$ cat config.mk
export PLATFORM = sky130hd
export DESIGN_NAME = wirein_cmd_responder
export DESIGN_NICKNAME = d
export VERILOG_FILES = /design/src/rtl/wirein_cmd_pkg.sv /design/src/rtl/wirein_cmd_responder_mul.sv /design/src/rtl/wirein_cmd_responder.sv
export SDC_FILE = /design/constraint.sdc
export NUM_CORES = 2
export LEC_CHECK = 0
export ABC_AREA = 0
export ABC_CLOCK_PERIOD_IN_PS = 6400
export BUFFER_PORTS_ARGS = -buffer_cell sky130_fd_sc_hd__buf_2
export CAP_MARGIN = 0
export CORE_ASPECT_RATIO = 1.4
export CORE_MARGIN = 2
export CORE_UTILIZATION = 50
export DETAILED_ROUTE_END_ITERATION = 10
export PLACE_DENSITY = 0.67
export SYNTH_ARGS = -nofsm -noshare
export SYNTH_HDL_FRONTEND = slang
export SYNTH_SLANG_ARGS = --single-unit
$ cat constraint.sdc
create_clock -name okClk -period 6.4 [get_ports okClk]
set_input_delay 1.28 -clock okClk [delete_from_list [all_inputs] [get_ports okClk]]
set_output_delay 1.28 -clock okClk [all_outputs]
set_load 0.03 [all_outputs]
$ cat src/rtl/wirein_cmd_pkg.sv
// Shared opcodes, FSM states and status-word bit positions for the
// FrontPanel wire-in command responder.
package wirein_cmd_pkg;

  localparam logic [2:0] OP_NOP   = 3'd0;
  localparam logic [2:0] OP_WRITE = 3'd1;
  localparam logic [2:0] OP_READ  = 3'd2;
  localparam logic [2:0] OP_ADD   = 3'd3;
  localparam logic [2:0] OP_SUB   = 3'd4;
  localparam logic [2:0] OP_MUL   = 3'd5;
  localparam logic [2:0] OP_CLEAR = 3'd6;
  localparam logic [2:0] OP_RSVD  = 3'd7;

  typedef enum logic [2:0] {
    IDLE,
    EXEC,
    MUL,
    CLR,
    DONE
  } state_t;

  localparam int ST_ACK    = 31;
  localparam int ST_BUSY   = 30;
  localparam int ST_ERR    = 29;
  localparam int ST_OP_LSB = 26;

endpackage

$ cat src/rtl/wirein_cmd_responder_mul.sv
// Iterative 32x32 -> low-32 shift-add multiplier. The start edge performs the
// first partial product, so done pulses exactly 32 cycles after start.
module seq_mul32 (
  input  logic        clk,
  input  logic        reset_n,
  input  logic        start,
  input  logic [31:0] a,
  input  logic [31:0] b,
  output logic        done,
  output logic [31:0] p
);

  logic [31:0] acc_q;
  logic [31:0] mcand_q;
  logic [31:0] mplier_q;
  logic [4:0]  iter_q;
  logic        run_q;
  logic        done_q;

  always_ff @(posedge clk) begin
    if (!reset_n) begin
      acc_q    <= '0;
      mcand_q  <= '0;
      mplier_q <= '0;
      iter_q   <= '0;
      run_q    <= 1'b0;
      done_q   <= 1'b0;
    end else begin
      done_q <= 1'b0;
      if (start) begin
        acc_q    <= b[0] ? a : '0;
        mcand_q  <= a << 1;
        mplier_q <= b >> 1;
        iter_q   <= 5'd1;
        run_q    <= 1'b1;
      end else if (run_q) begin
        if (mplier_q[0]) begin
          acc_q <= acc_q + mcand_q;
        end
        mcand_q  <= mcand_q << 1;
        mplier_q <= mplier_q >> 1;
        iter_q   <= iter_q + 5'd1;
        // Iteration 31 consumes the last multiplier bit.
        if (iter_q == 5'd31) begin
          run_q  <= 1'b0;
          done_q <= 1'b1;
        end
      end
    end
  end

  assign done = done_q;
  assign p    = acc_q;

endmodule

$ cat src/rtl/wirein_cmd_responder.sv
// Host command responder: executes commands posted via two Wire Ins against a
// small register file and reports result plus an ack toggle via two Wire Outs.
module wirein_cmd_responder
  import wirein_cmd_pkg::*;
#(
  parameter int NREGS = 16,
  parameter int CNT_W = 16
) (
  input  logic        okClk,
  input  logic        reset_n,
  input  logic [31:0] cmd_wire,
  input  logic [31:0] data_wire,
  output logic [31:0] status_wire,
  output logic [31:0] result_wire
);

  localparam int IW = $clog2(NREGS);

  state_t state_q;
  state_t state_next;

  logic             req_q;
  logic [2:0]       cmd_op_q;
  logic [IW-1:0]    cmd_idx_q;
  logic [31:0]      data_q;

  logic [2:0]       op_q;
  logic [IW-1:0]    idx_q;
  logic [31:0]      opnd_q;

  logic             ack_q;
  logic             busy_q;
  logic             err_q;
  logic [2:0]       last_op_q;
  logic [CNT_W-1:0] count_q;
  logic [31:0]      res_q;
  logic [31:0]      result_q;
  logic [IW-1:0]    clr_idx_q;

  logic [NREGS-1:0][31:0] regs_q;
  logic [NREGS-1:0][31:0] regs_next;

  logic        accept;
  logic        mul_start;
  logic        clr_en;
  logic        finish;
  logic        wr_en;
  logic [31:0] wr_data;
  logic [31:0] rd_data;
  logic [31:0] exec_res;
  logic        mul_done;
  logic [31:0] mul_p;

  logic unused_cmd_bits;
  assign unused_cmd_bits = ^cmd_wire[27:IW];

  always_ff @(posedge okClk) begin
    if (!reset_n) begin
      state_q <= IDLE;
    end else begin
      state_q <= state_next;
    end
  end

  always_comb begin
    state_next = state_q;
    unique case (state_q)
      IDLE: if (req_q != ack_q) state_next = EXEC;
      EXEC: begin
        if (op_q == OP_MUL) begin
          state_next = MUL;
        end else if (op_q == OP_CLEAR) begin
          state_next = CLR;
        end else begin
          state_next = DONE;
        end
      end
      MUL:  if (mul_done) state_next = DONE;
      CLR:  if (clr_idx_q == IW'(NREGS - 1)) state_next = DONE;
      DONE: state_next = IDLE;
      default: state_next = IDLE;
    endcase
  end

  always_comb begin
    accept    = 1'b0;
    mul_start = 1'b0;
    clr_en    = 1'b0;
    finish    = 1'b0;
    wr_en     = 1'b0;
    rd_data   = regs_q[idx_q];
    wr_data   = opnd_q;
    exec_res  = result_q;
    unique case (state_q)
      IDLE: accept = (req_q != ack_q);
      EXEC: begin
        unique case (op_q)
          OP_WRITE: begin
            wr_en    = 1'b1;
            wr_data  = opnd_q;
            exec_res = opnd_q;
          end
          OP_READ:  exec_res = rd_data;
          OP_ADD: begin
            wr_en    = 1'b1;
            wr_data  = rd_data + opnd_q;
            exec_res = rd_data + opnd_q;
          end
          OP_SUB: begin
            wr_en    = 1'b1;
            wr_data  = rd_data - opnd_q;
            exec_res = rd_data - opnd_q;
          end
          OP_MUL:   mul_start = 1'b1;
          OP_CLEAR: exec_res = '0;
          default:  exec_res = result_q;
        endcase
      end
      CLR:  clr_en = 1'b1;
      DONE: finish = 1'b1;
      default: ;
    endcase
  end

  // Per-register next value: a clear sweep and a single-index write never overlap.
  for (genvar gi = 0; gi < NREGS; gi++) begin : g_regs
    assign regs_next[gi] = (clr_en && clr_idx_q == IW'(gi)) ? 32'd0 :
                           (wr_en && idx_q == IW'(gi))      ? wr_data :
                                                              regs_q[gi];
  end

  always_ff @(posedge okClk) begin
    if (!reset_n) begin
      regs_q <= '0;
    end else begin
      regs_q <= regs_next;
    end
  end

  always_ff @(posedge okClk) begin
    if (!reset_n) begin
      req_q     <= 1'b0;
      cmd_op_q  <= '0;
      cmd_idx_q <= '0;
      data_q    <= '0;
      op_q      <= '0;
      idx_q     <= '0;
      opnd_q    <= '0;
      ack_q     <= 1'b0;
      busy_q    <= 1'b0;
      err_q     <= 1'b0;
      last_op_q <= '0;
      count_q   <= '0;
      res_q     <= '0;
      result_q  <= '0;
      clr_idx_q <= '0;
    end else begin
      req_q     <= cmd_wire[31];
      cmd_op_q  <= cmd_wire[30:28];
      cmd_idx_q <= cmd_wire[IW-1:0];
      data_q    <= data_wire;
      if (accept) begin
        op_q   <= cmd_op_q;
        idx_q  <= cmd_idx_q;
        opnd_q <= data_q;
        busy_q <= 1'b1;
      end
      if (state_q == EXEC) begin
        res_q     <= exec_res;
        clr_idx_q <= '0;
      end
      if (clr_en) begin
        clr_idx_q <= clr_idx_q + IW'(1);
      end
      // All host-visible completion fields move together on this one edge.
      if (finish) begin
        result_q  <= (op_q == OP_MUL) ? mul_p : res_q;
        err_q     <= (op_q == OP_RSVD);
        last_op_q <= op_q;
        count_q   <= count_q + CNT_W'(1);
        ack_q     <= ~ack_q;
        busy_q    <= 1'b0;
      end
    end
  end

  seq_mul32 u_mul (
    .clk     (okClk),
    .reset_n (reset_n),
    .start   (mul_start),
    .a       (rd_data),
    .b       (opnd_q),
    .done    (mul_done),
    .p       (mul_p)
  );

  always_comb begin
    status_wire                           = '0;
    status_wire[ST_ACK]                   = ack_q;
    status_wire[ST_BUSY]                  = busy_q;
    status_wire[ST_ERR]                   = err_q;
    status_wire[ST_OP_LSB+2:ST_OP_LSB]    = last_op_q;
    status_wire[CNT_W-1:0]                = count_q;
  end

  assign result_wire = result_q;

endmodule
# Word-level counts from Yosys, hierarchy flattened
# Cells that the tools add are included.
# totals
ff_bits,785
latchBits,0
mem_bits_rw,0
rom_bits,0
input_bits,66
out_inout_bits,64
word_cells,190
mem_count,0
# op_classes
addsub,6
multipliers,0
div,0
order_cmp,1
eq_ne,46
n_shift,0
mux,35
bitwise_logic,3
reduce_logical,60
# op_table
operator,n
$mux W32,9
$pmux W32 S5,1
$bmux W32 S4,1
$add A32 B32 Y32,2
$eq A4 B4 Y1 const B,16
$pmux W32 S2,1
$mux W31,2
$reduce_or A2 Y1,18
$eq A4 B3 Y1 const B,8
$logic_and A1 B1 Y1,32
$sub A32 B32 Y32,1
$add A16 B1 Y16 const B,1
$eq A4 B2 Y1 const B,4
$eq A3 B3 Y1 const B,5
$mux W3,5
$mux W1,13
$eq A3 B2 Y1 const B,4
$pmux W3 S4,1
$eq A4 B1 Y1 const B,2
$logic_not A4 Y1,2
$mux W4,2
$eq A3 B1 Y1 const B,2
$reduce_bool A2 Y1,3
$reduce_or A3 Y1,2
other kinds (11),14

# Depth between registers and ports, before layout
# depth
ltp_word,5
ltp_mapped,22
ltp_nobuf,16

# Hierarchy
# From an unflattened synthesis, not the netlist that was laid out.
# hier_totals
cells_unflattened,4371
hier_area_um2,39384.0
# by_module_without_submodules
mod,n_inst,cells_each,area_each_um2,seq_area_each_um2
wirein_cmd_responder,1,3695,33340.7,13693.1
seq_mul32,1,676,6043.3,2021.9

# Worst setup path before layout
# OpenSTA, ideal clock, no wires.
# synth_path
path_type,register -> register
from,register idx_q[1]
to,register regs_q[253] in the netlist's numbering
setup_time_ns,0.133
arrival_time_ns,4.982
required_time_ns,6.267
path_slack_ns,1.285
stages_incl_launch_ff,21
path_buffers,7
period_less_slack_ns,5.115
cell_sequence,dfxtp_1 buf_2 buf_2 buf_2 buf_2 buf_2 mux4_2 mux4_2 ha_1 buf_2 a21oi_1 o211a_1 o21bai_1 or4_4 a41oi_4 or3_1 a21oi_1 o31ai_2 a21boi_4 buf_8 a211oi_2
# synth_between
elab_chain_len,5
# synth_rtl
item,line,rtl
"start, declared",wirein_cmd_responder.sv:28,logic [IW-1:0] idx_q;
"start signal, assigned",wirein_cmd_responder.sv:164,idx_q <= cmd_idx_q;
$bmux W32 S4,wirein_cmd_responder.sv:91,rd_data = regs_q[idx_q];
$mux W32 (implied by the code),wirein_cmd_responder.sv:91,
$sub A32 B32 Y32 or $add A32 B32 Y32 (tied branches),"wirein_cmd_responder.sv:111, wirein_cmd_responder.sv:106",
$pmux W32 S2,wirein_cmd_responder.sv:97,unique case (op_q)
$mux W32,wirein_cmd_responder.sv:94,unique case (state_q)
"end signal, assigned",wirein_cmd_responder.sv:136,regs_q <= regs_next;
"end, declared",wirein_cmd_responder.sv:40,logic [NREGS-1:0][31:0] regs_q;
# Several ways; a longest one is shown, not always the timed one. The select of a mux whose other input is x is not followed.
# A chain may end at the register's enable or synchronous reset.

# Final worst setup path
# layout_path
from,register idx_q[0]
to,register regs_q[221] in the netlist's numbering
# Same word-level chain as after synthesis.

==> reports/metrics.cfg <==
[routing]
via_count=32300
vias_per_cell=6.10
routed_wl_um=120000
postRouteAntennaNets=0
drcViolationCount=0
drtIter0Drc=2287
first_pass_iters=6
avgRoutedWirePerCell_um=22.6

[grt]
grt_pass1_wl_um=183000
grt_pass1_vias=31100
overflow=0
antenna_found_initial=0
grt_start_max_net_pins=180
grt_use_total_pct=29.6

[timing]
relSlewSlack_pct=11.9
setup_tns_ns=0
hold_viol=0
final_max_slew_viol_count=0
fin_crit_sh_pct=90.8
fmax_mhz=172
rsz0062_at_grt=no
period_needed_ns=5.81
fin_skew_ns=0.0378
setup_viol=0
worst_slew_pin_slew_ns=1.31

[clocking]
clockRootBuffer=clkbuf_16
cts_tree=built
clk_pin_slew_ns=0.06
cts_max_level=3
ctsHoldBuffers=0
clock_path_buffers=3
cts.sinks=785
clock_latency_ns=0.66
numCtsBuffers=76

[worst_setup_path]
worst_ep_arrival_time_ns=6.27
crit_slowest_cell=dfxtp_4
end_kind=flip-flop
critPathMaxFanout=37
path_cells=buf_12 -> mux4_2 -> mux4_2 -> ha_1 -> and4_1 -> nand4_1 -> a21oi_1 -> or4_4 -> a41oi_4 -> or3_1 -> and3_1 -> o31ai_2 -> a21boi_4 -> buf_4 -> a211oi_1
worstPathRequired_ns=6.85
critPathKind=flip-flop to flip-flop
path_common_cell=mux4_2
startpoint_type=flip-flop
max_stage_delay_ns=0.81

[die]
start_util_pct=50.4
placementRows=121
core_area_mm2=0.0775
design.portCount=130
die_area_mm2=0.0804
die_w_um=240
fp.dieH_um=335

[placement]
port-buffer-count=95
dp.cells=5161
globalplace.congestion=0.964
dp_hpwl_um=79900

[power_and_ir_drop]
powerDensity_mw_per_mm2=297
vdd_ir_drop_max_v=0.000269
p_total_mw=12.8
leakagePower_nw=16.1

[synthesis]
synth_top_area_share_pct=40.2
syn_inst=4277
synth_seq_cells=785
yosysTopAreaCell=dfxtp_1
async_flop_share_pct=0
yosysUniqueCellTypes=100
ys.flop_type=dfxtp_1
synth_edf_count=0
yosysWarningCount=0
syn_area_mm2=0.0391
netlist_top_cells_area=dfxtp_1, mux4_2, a211oi_1
avgSynthCellArea_um2=9.13
ys_seq_area_share_pct=40.2

[layout]
mostFrequentLayoutCell=dfxtp_1
final_cell_mix=dfxtp_1, nor2_1, nand2_1
fin_cells=5296
final_layout_size_suffix_gt1_share_pct=14.5
fin_nets=4363
area_delta_synth_final_pct=10.0
antenna_cells=0

[worst_hold_path]
hold_path.class=flip-flop to flip-flop

[outcome]
status=finished, final reports clean

[flow_run]
cap_violations=0

## final cells by class
type / instances / area [µm²]
Tap cell: 1045 / 1310
Multi-Input combinational cell: 3029 / 21600
Clock inverter: 29 / 374
Fill cell: 6985 / 34500
Inverter: 82 / 308
Timing Repair Buffer: 220 / 1490
Clock buffer: 106 / 2180
Sequential cell: 785 / 15700
## per-stage QoR
stage / hold slack, ns / instance area, µm² / setup slack (ns) / util (%)
4_1_cts: 0.450 / 43000 / 0.523 / 55.4
3_5_place_dp: 0.441 / 40400 / 0.580 / 52.1
3_3_place_gp: 0.433 / 40400 / 0.618 / 52.1
5_1_grt: 0.460 / 43000 / 0.336 / 55.4
6_report: 0.447 / 43000 / 0.589 / 55.4
2_1_floorplan: 0.425 / 39100 / 1.28 / -
## synthesized netlist by cell type (14+ instances only)
master	number
a211oi_1	406
a211oi_2	31
a21boi_0	66
a21o_1	24
a21oi_1	200
a221o_1	14
a221oi_1	27
a22oi_1	15
a31oi_1	17
and2_1	73
and3_1	17
buf_1	28
buf_2	61
buf_4	22
clkbuf_1	275
dfxtp_1	785
ha_1	100
inv_1	81
mux2i_1	112
mux4_2	156
nand2_1	454
nand2b_1	16
nand3_1	40
nor2_1	610
nor2b_1	35
nor3_1	59
o211a_1	95
o211ai_1	20
o21a_1	14
o21ai_0	136
o21bai_1	14
o221ai_1	27
xnor2_1	30
xor2_1	17
## worst paths after layout
check	start	to	slack [ns]	cells after the start
setup / recovery	idx_q[0]	regs_q[221]	0.59	15
hold / removal	cmd_idx_q[3]	idx_q[3]	0.45	2
setup reg to reg	idx_q[0]	regs_q[221]	0.59	15
hold reg to reg	cmd_idx_q[3]	idx_q[3]	0.45	2
## where the power goes
part / internal (mW) / total (mW) / switching [mW]
Clock: 2.67 / 4.64 / 1.97
Sequential: 5.04 / 5.24 / 0.204
Combinational: 0.938 / 2.89 / 1.95
Total: 8.64 / 12.8 / 4.13
## critical path, delay by kind of cell (launching register included)
kind,cells,cell delay (ns)
flip-flops,1,0.81
AND/OR/NAND/NOR,5,1.30
adder cells (fa/ha/maj),1,0.49
AO/OA/AOI/OAI,5,1.12
buffers and inverters,2,0.60
multiplexers,2,1.18
## routing by layer
layer  up-vias  routed length (µm)  track usage [%]
met5         -                   0                0
met4         0                6450             15.4
met3       344                6670             4.12
met2      1121               60200             52.0
met1     15500               46400             34.8
li1      15300                   -                -
## timing repair
item                       in CTS  in global routing
buffers inserted                0                  0
setup endpoints to repair       0                  1
resized for setup               0                  1
hold endpoints to repair        0                  0
## sequential cells by signal, summed over array words and instances (netlist names), 16 cells and up
name	cells
count_q	16
data_q	32
opnd_q	32
regs_q	512
res_q	32
result_wire	32
u_mul.mcand_q	31
u_mul.mplier_q	31
u_mul.p	32
## cells by family after synthesis
logic type,after synthesis,share of synthesized area [%]
multiplexers,269,11.9
buffers and inverters,472,5.03
other,1,0.00960
AND/OR/NAND/NOR,1375,15.0
XOR/XNOR,47,1.05
AO/OA/AOI/OAI,1225,23.4
flip-flops,785,40.2
adder cells (fa/ha/maj),103,3.36
Power figures use the tool's default switching activity.
